==> src/rtl/dog_pyramid_align_if.sv <==
// dog_pyramid_align_if: pixel stream bus between the skewed Gaussian source and the aligned DoG consumer
interface dog_pyramid_align_if #(
   parameter int DW         = 9,
   parameter int NUM_SCALES = 4
);
   logic                                iValid;
   logic                                iSof;
   logic                                iAbsMode;
   logic [NUM_SCALES*DW-1:0]            iGaussData;
   logic                                oValid;
   logic                                oSof;
   logic [NUM_SCALES*DW-1:0]            oGaussData;
   logic [(NUM_SCALES-1)*(DW+1)-1:0]    oDogData;
   logic                                oFrameDone;
   logic                                oSofErr;
   modport master (
      output iValid, iSof, iAbsMode, iGaussData,
      input  oValid, oSof, oGaussData, oDogData, oFrameDone, oSofErr
   );
   modport slave (
      input  iValid, iSof, iAbsMode, iGaussData,
      output oValid, oSof, oGaussData, oDogData, oFrameDone, oSofErr
   );
endinterface

==> src/rtl/dog_pyramid_align.sv <==
// dog_pyramid_align: deskews Gaussian scales, forms difference-of-Gaussian planes and tracks frame framing
module dog_pyramid_align #(
   parameter int DW           = 9,
   parameter int NUM_SCALES   = 4,
   parameter int SKEW         = 2,
   parameter int FRAME_PIXELS = 307200
)(
   input logic             iclk,
   input logic             irst_n,
   dog_pyramid_align_if.slave bus
);
   localparam int N  = NUM_SCALES;
   localparam int OW = DW + 1;
   localparam int D  = (N - 1) * SKEW;

   logic                  alValid;
   logic                  alSof;
   logic [N*DW-1:0]       alGauss;
   logic                  modeReg;
   logic                  effMode;
   logic [(N-1)*OW-1:0]   dogNext;
   logic [23:0]           cnt;
   logic [23:0]           cntNext;
   logic                  errSet;
   logic                  doneNext;

   generate
      if (D == 0) begin : gDirect
         assign alValid = bus.iValid;
         assign alSof   = bus.iSof;
         assign alGauss = bus.iGaussData;
      end else begin : gAlign
         logic [D-1:0] vPipe;
         logic [D-1:0] sPipe;
         // valid/sof delay line; cleared on reset so no in-flight pixel survives it
         always_ff @(posedge iclk or negedge irst_n) begin
            if (!irst_n) begin
               vPipe <= '0;
               sPipe <= '0;
            end else begin
               vPipe <= D'({vPipe, bus.iValid});
               sPipe <= D'({sPipe, bus.iSof});
            end
         end
         assign alValid = vPipe[D-1];
         assign alSof   = sPipe[D-1];
         for (genvar k = 0; k < N; k++) begin : gScale
            localparam int DK = (N - 1 - k) * SKEW;
            if (DK == 0) begin : gPass
               assign alGauss[k*DW +: DW] = bus.iGaussData[k*DW +: DW];
            end else begin : gDelay
               logic [DW-1:0] dl [DK];
               // free-running per-scale delay so early scales wait for the last one
               always_ff @(posedge iclk) begin
                  dl[0] <= bus.iGaussData[k*DW +: DW];
                  for (int i = 1; i < DK; i++) dl[i] <= dl[i-1];
               end
               assign alGauss[k*DW +: DW] = dl[DK-1];
            end
         end
      end
   endgenerate

   // the start pixel uses the live mode bit; the rest of the frame uses the latched one
   assign effMode = alSof ? bus.iAbsMode : modeReg;

   generate
      for (genvar k = 0; k < N - 1; k++) begin : gDog
         logic [OW-1:0] diff;
         assign diff = {1'b0, alGauss[(k+1)*DW +: DW]} - {1'b0, alGauss[k*DW +: DW]};
         assign dogNext[k*OW +: OW] = (effMode && diff[OW-1]) ? -diff : diff;
      end
   endgenerate

   // frame counter next state, end-of-frame detection and framing-error detection
   always_comb begin
      cntNext  = cnt;
      errSet   = 1'b0;
      doneNext = 1'b0;
      if (alValid) begin
         if (alSof) begin
            errSet  = (cnt != '0);
            cntNext = 24'd1;
         end else if (cnt == '0) begin
            errSet = 1'b1;
         end else begin
            cntNext = cnt + 24'd1;
         end
         if (cntNext == 24'(FRAME_PIXELS)) begin
            doneNext = 1'b1;
            cntNext  = '0;
         end
      end
   end

   // output registers, latched mode, counter and sticky error
   always_ff @(posedge iclk or negedge irst_n) begin
      if (!irst_n) begin
         bus.oValid     <= 1'b0;
         bus.oSof       <= 1'b0;
         bus.oGaussData <= '0;
         bus.oDogData   <= '0;
         bus.oFrameDone <= 1'b0;
         bus.oSofErr    <= 1'b0;
         modeReg        <= 1'b0;
         cnt            <= '0;
      end else begin
         bus.oValid     <= alValid;
         bus.oSof       <= alValid && alSof;
         bus.oFrameDone <= doneNext;
         bus.oSofErr    <= bus.oSofErr || errSet;
         cnt            <= cntNext;
         if (alValid) begin
            bus.oGaussData <= alGauss;
            bus.oDogData   <= dogNext;
         end
         if (alValid && alSof) modeReg <= bus.iAbsMode;
      end
   end
endmodule

==> src/flat_wrapper.sv <==
// flat-port wrapper written by rule: the top's interface ports become plain ports
module dog_pyramid_align_flat 
#(
   parameter int DW           = 9,
   parameter int NUM_SCALES   = 4,
   parameter int SKEW         = 2,
   parameter int FRAME_PIXELS = 307200
)
  (iclk, irst_n, bus_iValid, bus_iSof, bus_iAbsMode, bus_iGaussData, bus_oValid, bus_oSof, bus_oGaussData, bus_oDogData, bus_oFrameDone, bus_oSofErr);
  dog_pyramid_align_if #(.DW(DW), .NUM_SCALES(NUM_SCALES)) bus_i ();
  input logic iclk;
  input logic irst_n;
  input wire logic [$bits(bus_i.iValid)-1:0] bus_iValid;
  input wire logic [$bits(bus_i.iSof)-1:0] bus_iSof;
  input wire logic [$bits(bus_i.iAbsMode)-1:0] bus_iAbsMode;
  input wire logic [$bits(bus_i.iGaussData)-1:0] bus_iGaussData;
  output wire logic [$bits(bus_i.oValid)-1:0] bus_oValid;
  output wire logic [$bits(bus_i.oSof)-1:0] bus_oSof;
  output wire logic [$bits(bus_i.oGaussData)-1:0] bus_oGaussData;
  output wire logic [$bits(bus_i.oDogData)-1:0] bus_oDogData;
  output wire logic [$bits(bus_i.oFrameDone)-1:0] bus_oFrameDone;
  output wire logic [$bits(bus_i.oSofErr)-1:0] bus_oSofErr;
  assign bus_i.iValid = bus_iValid;
  assign bus_i.iSof = bus_iSof;
  assign bus_i.iAbsMode = bus_iAbsMode;
  assign bus_i.iGaussData = bus_iGaussData;
  assign bus_oValid = bus_i.oValid;
  assign bus_oSof = bus_i.oSof;
  assign bus_oGaussData = bus_i.oGaussData;
  assign bus_oDogData = bus_i.oDogData;
  assign bus_oFrameDone = bus_i.oFrameDone;
  assign bus_oSofErr = bus_i.oSofErr;
  dog_pyramid_align #(.DW(DW), .NUM_SCALES(NUM_SCALES), .SKEW(SKEW), .FRAME_PIXELS(FRAME_PIXELS)) u_core (.iclk(iclk), .irst_n(irst_n), .bus(bus_i));
endmodule
==> config.mk <==
export PLATFORM = sky130hd
export DESIGN_NAME = dog_pyramid_align_flat
export DESIGN_NICKNAME = d
export VERILOG_FILES = /design/src/rtl/dog_pyramid_align_if.sv /design/src/rtl/dog_pyramid_align.sv /design/src/flat_wrapper.sv
export SDC_FILE = /design/constraint.sdc
export NUM_CORES = 1
export LEC_CHECK = 0
export CORE_MARGIN = 1
export CORE_UTILIZATION = 35
export CTS_CLUSTER_SIZE = 12
export DETAILED_ROUTE_END_ITERATION = 10
export GPL_TIMING_DRIVEN = 0
export PLACE_DENSITY = 0.59
export SKIP_LAST_GASP = 1
export SYNTH_ARGS = -nofsm -noshare
export SYNTH_HDL_FRONTEND = slang
export SYNTH_SLANG_ARGS = --single-unit
==> constraint.sdc <==
create_clock -name iclk -period 3.39 [get_ports iclk]
set_input_delay 1.017 -clock iclk [delete_from_list [all_inputs] [get_ports iclk]]
set_output_delay 1.017 -clock iclk [all_outputs]
set_load 0.02 [all_outputs]
# Word-level counts from Yosys, hierarchy flattened
# Memories as Yosys holds them, arrays and structs flattened.
# Index checks and enable logic that the tools add are counted.
# totals
register_bits	107
ram_bits	108
input_bits	41
out_inout_bits	70
mem_count	3
# memory_table
memory	words	width	rd	rd_clocked_by_memory_dff	write_ports	line	rtl
u_core.gAlign.gScale[0].gDelay.dl	6	9	6	0	6	dog_pyramid_align.sv:52	logic [DW-1:0] dl [DK];
u_core.gAlign.gScale[1].gDelay.dl	4	9	4	0	4	dog_pyramid_align.sv:52	
u_core.gAlign.gScale[2].gDelay.dl	2	9	2	0	2	dog_pyramid_align.sv:52	
# op_classes
n_addsub	7
n_eq_ne	1
muxes	13
n_reduce_logical	7
# ops
cell	count
$mux W24	4
$mux W10	3
$neg A10 Y10	3
$sub A9 B9 Y10	3
$add A24 B1 Y24 const B	1
$eq A24 B19 Y1 const B	1
$logic_not A24 Y1	1
$reduce_bool A24 Y1	1
$mux W1	6
$logic_and A1 B1 Y1	4
$logic_or A1 B1 Y1	1

# Longest topological paths before layout
# Gate-level depths: netlist of the first run.
# depth
word_depth	7
ltp_mapped	13
ltp_nobuf	13

# Worst setup path before layout of the first run
# Ideal clock, no wire load.
# synth_timing
path_type	input port to flip-flop
start	input port bus_iGaussData[27]
end	register u_core.bus.oDogData[27]
arrival_time_ns	3.098
required_ns	3.265
path_slack_ns	0.167
stages	11
cell_sequence	inv_1 ha_1 inv_1 fa_1 a211oi_1 nor2_1 xor2_1 nor3_1 a21oi_1 xnor2_1 mux2_2
# synth_between
elab_chain_cells	3
word_cells_on_any_way	4
# synth_rtl
element	line	rtl
start, declared	flat_wrapper.sv:16	input wire logic [$bits(bus_i.iGaussData)-1:0] bus_iGaussData;
$sub A9 B9 Y10 (*)	dog_pyramid_align.sv:70	assign diff = {1'b0, alGauss[(k+1)*DW +: DW]} - {1'b0, alGauss[k*DW +: DW]};
$neg A10 Y10 / $logic_and A1 B1 Y1 (equally long branches)	dog_pyramid_align.sv:71	assign dogNext[k*OW +: OW] = (effMode && diff[OW-1]) ? -diff : diff;
$mux W10 (*)	dog_pyramid_align.sv:71	
end signal, assigned	dog_pyramid_align.sv:115	bus.oDogData <= dogNext;
end, declared	dog_pyramid_align_if.sv:22	output oValid, oSof, oGaussData, oDogData, oFrameDone, oSofErr
# Every way passes the cells marked *; elsewhere a longest branch is shown, timed or not.
# A chain may end at the register's enable or synchronous reset.

# Final worst setup path of the first run
# Same ends and word-level chain as after synthesis.

==> results of run 1 <==
==> worst paths after layout <==
kind	startpoint	to	slack, ns	depth (start not counted)
max	bus_iGaussData[27]	u_core.bus.oDogData[27]	0.14	12
min	u_core.gAlign.gScale[2].gDelay.dl[0][7]	u_core.gAlign.gScale[2].gDelay.dl[0][16]	0.32	0
max reg2reg	u_core.gAlign.gScale[1].gDelay.dl[3][0]	u_core.bus.oDogData[8]	0.33	13
min reg2reg	u_core.gAlign.gScale[2].gDelay.dl[0][7]	u_core.gAlign.gScale[2].gDelay.dl[0][16]	0.32	0
max in group asynchronous	irst_n	u_core.bus.oGaussData[16]	2.29	2
min in group asynchronous	irst_n	u_core.bus.oSof	0.43	1
==> layout make-up <==
| type | instances | area (um2) |
|---|---|---|
| inverters | 45 | 168.9 |
| multi-input cells | 499 | 3711 |
| flip-flops and latches | 215 | 4840 |
| clock inverters | 6 | 106.4 |
| well taps | 324 | 405.4 |
| clock buffers | 35 | 683.2 |
| fillers | 2350 | 13310 |
| repair buffers | 111 | 1130 |
| plain buffers | 39 | 180.2 |
==> sequential cells by signal (all words and copies together), names as in the netlist <==
signal and flops:
u_core.bus.oSof 1, u_core.bus.oFrameDone 1, u_core.cnt 24, u_core.gAlign.vPipe 6, u_core.gAlign.sPipe 6, u_core.bus.oGaussData 36, u_core.gAlign.gScale.gDelay.dl 108, u_core.bus.oValid 1
u_core.bus.oSofErr 1, u_core.modeReg 1, u_core.bus.oDogData 30
==> logic make-up (layout without fill, tap and decap cells) <==
family,count (synthesis),in the layout
flip-flops,215,215
XOR/XNOR,52,52
adder cells (fa/ha/maj),35,35
AO/OA/AOI/OAI,153,153
multiplexers,58,58
AND/OR/NAND/NOR,201,201
buffers and inverters,84,236
==> metrics by stage <==
step | cells | utilization (%)
5_1_grt | 1274 | 45.75
6_report | 1274 | 45.75
3_3_place_gp | 1232 | 42.22
3_5_place_dp | 1233 | 42.33
4_1_cts | 1274 | 45.59
2_1_floorplan | 798 | -
==> critical path: stages <==
cell             delay, ns
clkdlybuf4s50_1       0.44
inv_1                 0.07
ha_1                  0.17
inv_1                 0.06
fa_1                  0.47
a211oi_2              0.28
nor2_1                0.12
xor2_2                0.20
nor3_4                0.26
a21oi_1               0.13
xnor2_1               0.17
mux2_2                0.27
==> cell usage after synthesis (14+ instances only) <==
| cell | instances | share of area (%) |
|---|---|---|
| dfxtp_1 | 108 | 24 |
| dfrtp_1 | 107 | 30 |
| nor2_1 | 71 | 3.0 |
| mux2_2 | 47 | 6.0 |
| a21oi_1 | 46 | 2.6 |
| inv_1 | 45 | 1.9 |
| xnor2_1 | 40 | 4.0 |
| ha_1 | 32 | 4.5 |
| o21ai_0 | 27 | 1.5 |
| nor3_1 | 24 | 1.4 |
| clkbuf_1 | 21 | 0.89 |
| nand2_1 | 21 | 0.89 |
| o2bb2ai_1 | 17 | 1.7 |
| nand4_1 | 14 | 0.99 |
==> layer usage <==
metal  global-route usage, %  up-vias  share of wire [%]  routed length, um
li1                        -     3093                  -                  -
met1                   20.84     2919                 44               8959
met2                   26.82      133                 49               9816
met3                   2.542       32                4.7                948
met4                   4.202        0                2.5                499
met5                       0        -                  0                  0
==> where the power goes <==
group	internal (uW)	total, uW	leakage [uW]	switching, uW
logic	664	1420	0.00205	760
clock network	1550	2550	0.000384	998
registers	2790	2960	0.00221	166
total	5010	6930	0.00464	1920
==> repair_timing <==
action / in CTS / in global routing
cloned: 0 / 0
gates resized for setup: 2 / 7
setup endpoints to repair: 1 / 6
pin swaps: 0 / 1
==> impl_metrics.py, run 1 <==
metrics = {
    "worst_setup_path": {
        "arrival_ns": 3.66,
        "cp_max_fo": 5,
        "startpoint_type": "primary input",
        "cp.required_ns": 3.80,
        "path_class": "primary input to register",
        "cp-end-kind": "register",
    },
    "yosys": {
        "syn_area_per_cell_um2": 11.09,
        "netlist_instances": 798,
        "ys_warn_count": 0,
        "synth_top_family_by_area": "simple AND/OR/NAND/NOR gates",
        "ys_seq_area_share_pct": 54.68,
        "synthArstFlopShare_pct": 49.77,
        "synth.distinct_cells": 63,
        "synth_area_um2": 8851,
        "synth-simple-area-share_pct": 12.28,
        "ys_ff_latch": 215,
        "synth_compound_area_share_pct": 11.52,
        "ys.flop_type": "dfxtp_1",
        "synth-xor-area-share_pct": 5.146,
        "synth.mux.area_fraction_pct": 7.224,
        "syn-num-nets": 874,
        "synth_fa_ha_area_share_pct": 5.202,
        "synth-edff-count": 0,
    },
    "place": {
        "placed_area_um2": 10390,
        "io_buffers": 110,
        "gp_congestion": 0.8690,
        "dp_hpwl_mm": 14.72,
        "dp_slack_ns": -0.6513,
    },
    "finish": {
        "antennaDiodeCount": 0,
        "design_area_um2": 11220,
        "final_cell_mix": "clkdlybuf4s50_1 (109), dfxtp_1 (108), dfrtp_1 (107), nor2_1 (71), mux2_2 (47)",
        "fin_nets": 1011,
        "final_common_cell": "clkdlybuf4s50_1",
        "area_growth_pct": 26.82,
        "drive_above_1_share_pct": 12.32,
    },
    "power_and_ir_drop": {
        "power_leakage_uw": 0.004644,
        "power_uw": 6933,
        "powerDensity_nw_per_um2": 617.7,
        "ir_worst_vdd_mv": 0.4051,
    },
    "clock_tree": {
        "cts-root-buf": "clkbuf_16",
        "clk_path_buf_depth": 3,
        "cts_hold_buf": 0,
        "cts_tree": "built",
        "clock_latency_ns": 0.52,
        "postCtsSetupRepairBufs": 0,
        "clkTransAtPathRegs_ns": 0.06,
        "clock_sinks": 215,
        "htreeDepth": 1,
        "cts_buffers": 24,
    },
    "sta": {
        "fmax_mhz": 307.6,
        "hold_violations": 0,
        "period_minus_slack_ns": 3.251,
        "layout_setup_ws_ns": 0.1387,
        "finalCritPeriodShare_pct": 95.91,
        "slew_headroom_pct": 51.42,
        "tightestPinTransition_ns": 0.7287,
        "skew_ns": 0.009309,
        "finalSetupTns_ns": 0,
        "finalSetupViolations": 0,
        "slew_violations": 0,
        "hold_ws_ns": 0.3192,
    },
    "routing": {
        "final_antenna_net_count": 0,
        "route.final.wire_length_mm": 20.22,
        "wl_per_cell_um": 15.87,
        "vias": 6177,
        "dr.pass1.iters": 4,
        "drt-initial-drc-count": 252,
        "drc_errors": 0,
        "vias_per_cell": 4.849,
    },
    "global_routing": {
        "grt.overflow.total": 0,
        "grt_use_total_pct": 15.79,
        "grt_pass1_vias": 6073,
        "antenna_found_initial": 0,
        "grt_max_degree": 66,
        "grt_pass1_wl_mm": 32.64,
    },
    "floorplan": {
        "ios": 111,
        "fp.dieH_um": 161.0,
        "coreArea_um2": 24530,
        "core.rowCount": 57,
        "dieArea_um2": 25930,
        "initial_core_util_pct": 36.08,
        "die_x_um": 161.0,
    },
    "job": {
        "cap_violations": 0,
    },
    "min_path": {
        "hp-class": "register to register",
    },
    "status": {
        "status": "completed",
    },
}
Power figures use the tool's default switching activity.
==> inputs of run 2 (changes only) <==
--- a/config.mk
+++ b/config.mk
@@ -5,12 +5,14 @@
 export SDC_FILE = /design/constraint.sdc
 export NUM_CORES = 1
 export LEC_CHECK = 0
+export CORE_ASPECT_RATIO = 0.7
 export CORE_MARGIN = 1
-export CORE_UTILIZATION = 35
+export CORE_UTILIZATION = 55
 export CTS_CLUSTER_SIZE = 12
 export DETAILED_ROUTE_END_ITERATION = 10
 export GPL_TIMING_DRIVEN = 0
-export PLACE_DENSITY = 0.59
+export HOLD_SLACK_MARGIN = 0.12
+export PLACE_DENSITY = 0.83
 export SKIP_LAST_GASP = 1
 export SYNTH_ARGS = -nofsm -noshare
 export SYNTH_HDL_FRONTEND = slang
==> run 2 against run 1 <==
Flip-flop and latch count unchanged; routed wire length fell by 2.0%; highest routed layer unchanged; critical path type unchanged; design area decreased by 2.4%; setup slack gained 0.069 ns; sequential power barely moved.
==> impl_metrics.py, run 2 (synthesis results as in run 1) <==
metrics = {
    "status": {
        "status": "completed",
    },
    "place": {
        "io_buffers": 110,
        "gp_congestion": 0.9310,
        "dp_hpwl_mm": 13.97,
    },
    "power_and_ir_drop": {
        "ir_worst_vdd_mv": 0.4693,
        "powerDensity_nw_per_um2": 603.9,
        "power_leakage_uw": 0.004576,
    },
    "clock_tree": {
        "htreeDepth": 1,
        "clk_path_buf_depth": 3,
        "clock_latency_ns": 0.51,
        "clock_sinks": 215,
        "cts_tree": "built",
        "cts_buffers": 22,
        "cts-root-buf": "clkbuf_16",
        "clkTransAtPathRegs_ns": 0.06,
    },
    "floorplan": {
        "coreArea_um2": 15600,
        "dieArea_um2": 16610,
        "ios": 111,
        "fp.dieH_um": 108.1,
        "die_x_um": 153.6,
        "core.rowCount": 38,
        "initial_core_util_pct": 56.76,
    },
    "finish": {
        "regMostFlops": "u_core.gAlign.gScale.gDelay.dl",
        "final_cell_mix": "clkdlybuf4s50_1 (108), dfxtp_1 (108), dfrtp_1 (107), nor2_1 (71), mux2_2 (47)",
        "antennaDiodeCount": 0,
        "largest_reg_flops": 108,
        "fin_util_pct": 70.28,
        "drive_above_1_share_pct": 12.24,
        "reg.largest.list": "u_core.gAlign.gScale.gDelay.dl (108), u_core.bus.oGaussData (36), u_core.bus.oDogData (30)",
        "area_growth_pct": 23.83,
        "fin_nets": 1011,
    },
    "global_routing": {
        "grt.overflow.total": 0,
        "grt_pass1_vias": 6113,
        "grt_use_total_pct": 23.98,
        "grt_pass1_wl_mm": 31.40,
        "antenna_found_initial": 0,
        "grt_max_degree": 59,
    },
    "sta": {
        "slew_violations": 0,
        "fmax_mhz": 314.3,
        "slew_headroom_pct": 51.24,
        "hold_violations": 0,
        "period_minus_slack_ns": 3.182,
        "tightestPinTransition_ns": 0.7314,
        "rsz0062_at_grt": "no",
        "skew_ns": 0.01276,
        "finalSetupViolations": 0,
        "finalSetupTns_ns": 0,
        "hold_ws_ns": 0.3181,
        "finalCritPeriodShare_pct": 93.87,
    },
    "worst_setup_path": {
        "cp.required_ns": 3.78,
        "crit_chain": "clkdlybuf4s50_1 -> ha_1 -> nor2b_1 -> o2111a_1 -> nor3_1 -> o21ai_1 -> a21oi_1 -> xnor2_1 -> mux2_2",
        "arrival_ns": 3.57,
        "startpoint_type": "primary input",
        "cp_max_fo": 9,
        "path_class": "primary input to register",
        "crit_slowest_cell": "o21ai_1",
        "path_buf_inv": 1,
        "critPathMaxStageDelay_ns": 0.51,
        "critPathTopFamily": "compound AO/OA/AOI/OAI gates",
        "cp-end-kind": "register",
    },
    "routing": {
        "route.final.wire_length_mm": 19.82,
        "drt-initial-drc-count": 446,
        "final_antenna_net_count": 0,
        "drc_errors": 0,
        "wl_per_cell_um": 17.26,
        "vias": 6457,
        "dr.pass1.iters": 5,
        "vias_per_cell": 5.625,
    },
    "job": {
        "cap_violations": 0,
    },
    "min_path": {
        "hp-class": "register to register",
    },
}
-- run 2: final cells by class --
type | count | area, um2
Tap cell | 200 | 250.2
Inverter | 45 | 168.9
Buffer | 39 | 180.2
Clock inverter | 2 | 37.54
Timing Repair Buffer | 113 | 1144
Sequential cell | 215 | 4840
Clock buffer | 35 | 619.3
Multi-Input combinational cell | 499 | 3721
Fill cell | 1161 | 4634
-- run 2: routing by layer --
metal	vias up	GRT usage, %	share of wire [%]
met5	-	0	0
met4	0	6.071	1.7
met3	27	4.289	8.1
met2	253	35.52	43
met1	3088	36.22	48
li1	3089	-	-
-- run 2: final timing paths --
check                                                   startpoint                                      end  slack (ns)  cells after the start
max                                             bus_iGaussData[28]                  u_core.bus.oDogData[27]        0.21                      9
min                        u_core.gAlign.gScale[0].gDelay.dl[4][2]  u_core.gAlign.gScale[0].gDelay.dl[5][2]        0.32                      0
max reg2reg                u_core.gAlign.gScale[1].gDelay.dl[3][0]                   u_core.bus.oDogData[8]        0.26                     13
min reg2reg                u_core.gAlign.gScale[0].gDelay.dl[4][2]  u_core.gAlign.gScale[0].gDelay.dl[5][2]        0.32                      0
max in group asynchronous                                   irst_n                u_core.bus.oGaussData[14]        2.13                      2
min in group asynchronous                                   irst_n                           u_core.cnt[18]        0.54                      1
-- run 2: repair_timing --
action                                  4_1_cts  5_1_grt
pin swaps                                     0        9
setup buffers                                 0        2
gates cloned                                  0        0
hold buffers                                  0        0
endpoints found under the setup margin        1        6
resized for setup                             2       12
-- run 2: per-stage QoR --
stage          instance area [um2]  std cells  setup slack (ns)  power (uW)
6_report                     10960       1148            0.2079        6619
5_1_grt                      10960       1148           0.01279        6919
4_1_cts                      10890       1146           0.05497        6643
3_5_place_dp                 10230       1109           -0.6178        4418
3_3_place_gp                 10200       1108            -2.743        4371
2_1_floorplan                 8851        798            0.1675        3824
-- run 2: where the power goes --
part	switching, uW	total [uW]	internal (uW)	leakage [uW]
clock	944	2200	1260	0.000310
combinational	778	1450	673	0.00206
sequential	176	2970	2790	0.00221
==> inputs of run 3 (changes only) <==
--- a/config.mk
+++ b/config.mk
@@ -5,7 +5,7 @@
 export SDC_FILE = /design/constraint.sdc
 export NUM_CORES = 1
 export LEC_CHECK = 0
-export CORE_ASPECT_RATIO = 0.7
+export CORE_ASPECT_RATIO = 0.75
 export CORE_MARGIN = 1
 export CORE_UTILIZATION = 55
 export CTS_CLUSTER_SIZE = 12
@@ -13,7 +13,6 @@
 export GPL_TIMING_DRIVEN = 0
 export HOLD_SLACK_MARGIN = 0.12
 export PLACE_DENSITY = 0.83
-export SKIP_LAST_GASP = 1
 export SYNTH_ARGS = -nofsm -noshare
 export SYNTH_HDL_FRONTEND = slang
 export SYNTH_SLANG_ARGS = --single-unit
==> run 3 against run 2 <==
Via count shrank 2.5%; highest routed layer unchanged; largest cell class unchanged; global-route usage fell by 0.30 points; critical endpoint unchanged; routed wire length fell by 4.8%; largest power group unchanged; worst hold slack gained 0.0023 ns; clock power about the same.
==> impl_metrics.py, run 3 (synthesis results as in run 1) <==
metrics = {
    "floorplan": {
        "dieArea_um2": 16610,
        "die_x_um": 148.5,
        "coreArea_um2": 15470,
        "core.rowCount": 39,
        "ios": 111,
        "initial_core_util_pct": 57.22,
        "fp.dieH_um": 111.9,
    },
    "power_and_ir_drop": {
        "p_seq_share_pct": 44.9,
        "ir_worst_vdd_mv": 0.4644,
        "pwr-share-clk_pct": 33.5,
        "power_uw": 6588,
        "internal_power_uw": 4727,
        "switching_share_pct": 28.24,
        "combPwrFrac_pct": 21.5,
        "power_leakage_uw": 0.004579,
        "powerDensity_nw_per_um2": 602.4,
        "power.switching_uw": 1860,
    },
    "sta": {
        "slew_violations": 0,
        "finalCritPeriodShare_pct": 96.19,
        "finalSetupViolations": 0,
        "skew_ns": 0.01689,
        "period_minus_slack_ns": 3.261,
        "rsz0062_at_grt": "no",
        "tightestPinTransition_ns": 0.6848,
        "hold_violations": 0,
        "fmax_mhz": 306.7,
        "slew_headroom_pct": 54.34,
    },
    "routing": {
        "final_antenna_net_count": 0,
        "vias": 6295,
        "wl_per_cell_um": 16.40,
        "drc_errors": 0,
        "drt-initial-drc-count": 328,
        "vias_per_cell": 5.469,
        "route.final.wire_length_mm": 18.87,
        "dr.pass1.iters": 5,
    },
    "min_path": {
        "hp-start": "u_core.gAlign.gScale[1].gDelay.dl[1][4]",
        "hp-class": "register to register",
        "hold-path-endpoint": "u_core.gAlign.gScale[1].gDelay.dl[2][4]",
        "hold_depth": 0,
    },
    "global_routing": {
        "antenna_found_initial": 0,
        "grt_max_degree": 63,
        "grt_pass1_vias": 6097,
        "grt_pass1_wl_mm": 31.11,
        "grt_use_total_pct": 23.68,
        "grt.overflow.total": 0,
    },
    "place": {
        "dp_hpwl_mm": 13.71,
        "io_buffers": 110,
        "placed_area_um2": 10230,
        "gp_congestion": 0.8948,
        "place_inst": 1114,
    },
    "clock_tree": {
        "clk_path_buf_depth": 3,
        "cts_tree": "built",
        "cts_hold_buf": 0,
        "clock_latency_ns": 0.52,
        "cts_buffers": 22,
        "clock_sinks": 215,
        "htreeDepth": 1,
        "cts-root-buf": "clkbuf_16",
        "clkTransAtPathRegs_ns": 0.06,
        "postCtsSetupRepairBufs": 0,
    },
    "finish": {
        "design_area_um2": 10940,
        "area_growth_pct": 23.55,
        "fin_nets": 1009,
        "fillCellCount": 1121,
        "final_common_cell": "clkdlybuf4s50_1",
        "drive_above_1_share_pct": 11.63,
        "final_cell_mix": "clkdlybuf4s50_1 (109), dfxtp_1 (108), dfrtp_1 (107), nor2_1 (71), mux2_2 (47)",
        "largest_reg_flops": 108,
        "regMostFlops": "u_core.gAlign.gScale.gDelay.dl",
        "fin_cells": 1151,
        "fin_util_pct": 70.69,
        "antennaDiodeCount": 0,
        "reg.largest.list": "u_core.gAlign.gScale.gDelay.dl (108), u_core.bus.oGaussData (36), u_core.bus.oDogData (30)",
    },
    "worst_setup_path": {
        "cp-end-kind": "register",
        "cp.required_ns": 3.78,
        "critPathMaxStageDelay_ns": 0.47,
        "crit_chain": "clkdlybuf4s50_1 -> inv_1 -> ha_1 -> inv_1 -> fa_1 -> a211oi_2 -> or2_1 -> o311ai_1 -> nor3_2 -> a21oi_1 -> xnor2_1 -> mux2_2",
        "cpMostUsedCell": "inv_1",
        "cp_max_fo": 5,
        "reg2reg_depth": 12,
        "path_class": "primary input to register",
        "ff2ff_setup_slack_ns": 0.26,
        "startpoint_type": "primary input",
        "arrival_ns": 3.66,
        "rr_startpoint": "u_core.gAlign.gScale[1].gDelay.dl[3][0]",
        "crit_slowest_cell": "fa_1",
        "r2r_end": "u_core.bus.oDogData[8]",
    },
    "job": {
        "cap_violations": 0,
    },
    "status": {
        "status": "completed",
    },
}
-- run 3: stage by stage --
stage / setup WS (ns) / hold slack, ns / TNS, ns
2_1_floorplan: 0.1675 / 0.3096 / 0
3_3_place_gp: -2.718 / 0.3095 / -291.96
3_5_place_dp: -0.5687 / 0.3121 / -2.677
4_1_cts: 0.006945 / 0.3230 / 0
5_1_grt: 0.007441 / 0.3293 / 0
6_report: 0.1290 / 0.3205 / 0
-- run 3: critical path, delay by kind of cell --
kind | cells | cell delay [ns]
buffers and inverters | 3 | 0.56
multiplexers | 1 | 0.27
AO/OA/AOI/OAI | 3 | 0.54
AND/OR/NAND/NOR | 2 | 0.44
adder cells (fa/ha/maj) | 2 | 0.65
XOR/XNOR | 1 | 0.16
-- run 3: power by group through the flow --
stage,Sequential (uW),Clock [uW],Combinational [uW]
floorplan,3130,0,692
global placement,3000,0,1370
detailed placement,3010,0,1400
CTS,2960,2250,1410
global route,2980,2380,1540
finish,2960,2210,1420
-- run 3: routing by layer --
layer  GRT usage (%)  part of all wire (%)  wire length, um  up-vias
li1                -                     -                -     3088
met3           3.811                   6.8             1277       26
met5               0                     0                0        -
met2           36.98                    45             8489      193
met1           34.75                    47             8815     2988
met4           5.017                   1.5              289        0
-- run 3: worst max path at each step --
stage	startpoint	to	slack [ns]	depth (start not counted)
after floorplan	bus_iGaussData[27]	u_core.bus.oDogData[27]	0.17	11
after global placement	irst_n	u_core.gAlign.vPipe[0]	-2.72	1
after detailed placement	bus_iGaussData[27]	u_core.bus.oDogData[27]	-0.57	12
after CTS	bus_iGaussData[27]	u_core.bus.oDogData[27]	0.007	12
after global routing	u_core.gAlign.gScale[1].gDelay.dl[3][0]	u_core.bus.oDogData[8]	0.007	13
final	bus_iGaussData[27]	u_core.bus.oDogData[27]	0.13	12
-- run 3: cell type report --
type                            count  area [um2]  share of cell area (%)
Buffer                             39       180.2                   1.648
Clock inverter                      3       40.04                  0.3661
Multi-Input combinational cell    499        3699                   33.82
Inverter                           45       168.9                   1.545
Sequential cell                   215        4840                   44.26
Clock buffer                       34       625.6                   5.721
Tap cell                          205       256.5                   2.346
Timing Repair Buffer              111        1126                   10.30
-- run 3: repair_timing --
item                       CTS  global route
pin swaps                    0             1
setup endpoints to repair    1             6
gates resized for setup      1             6
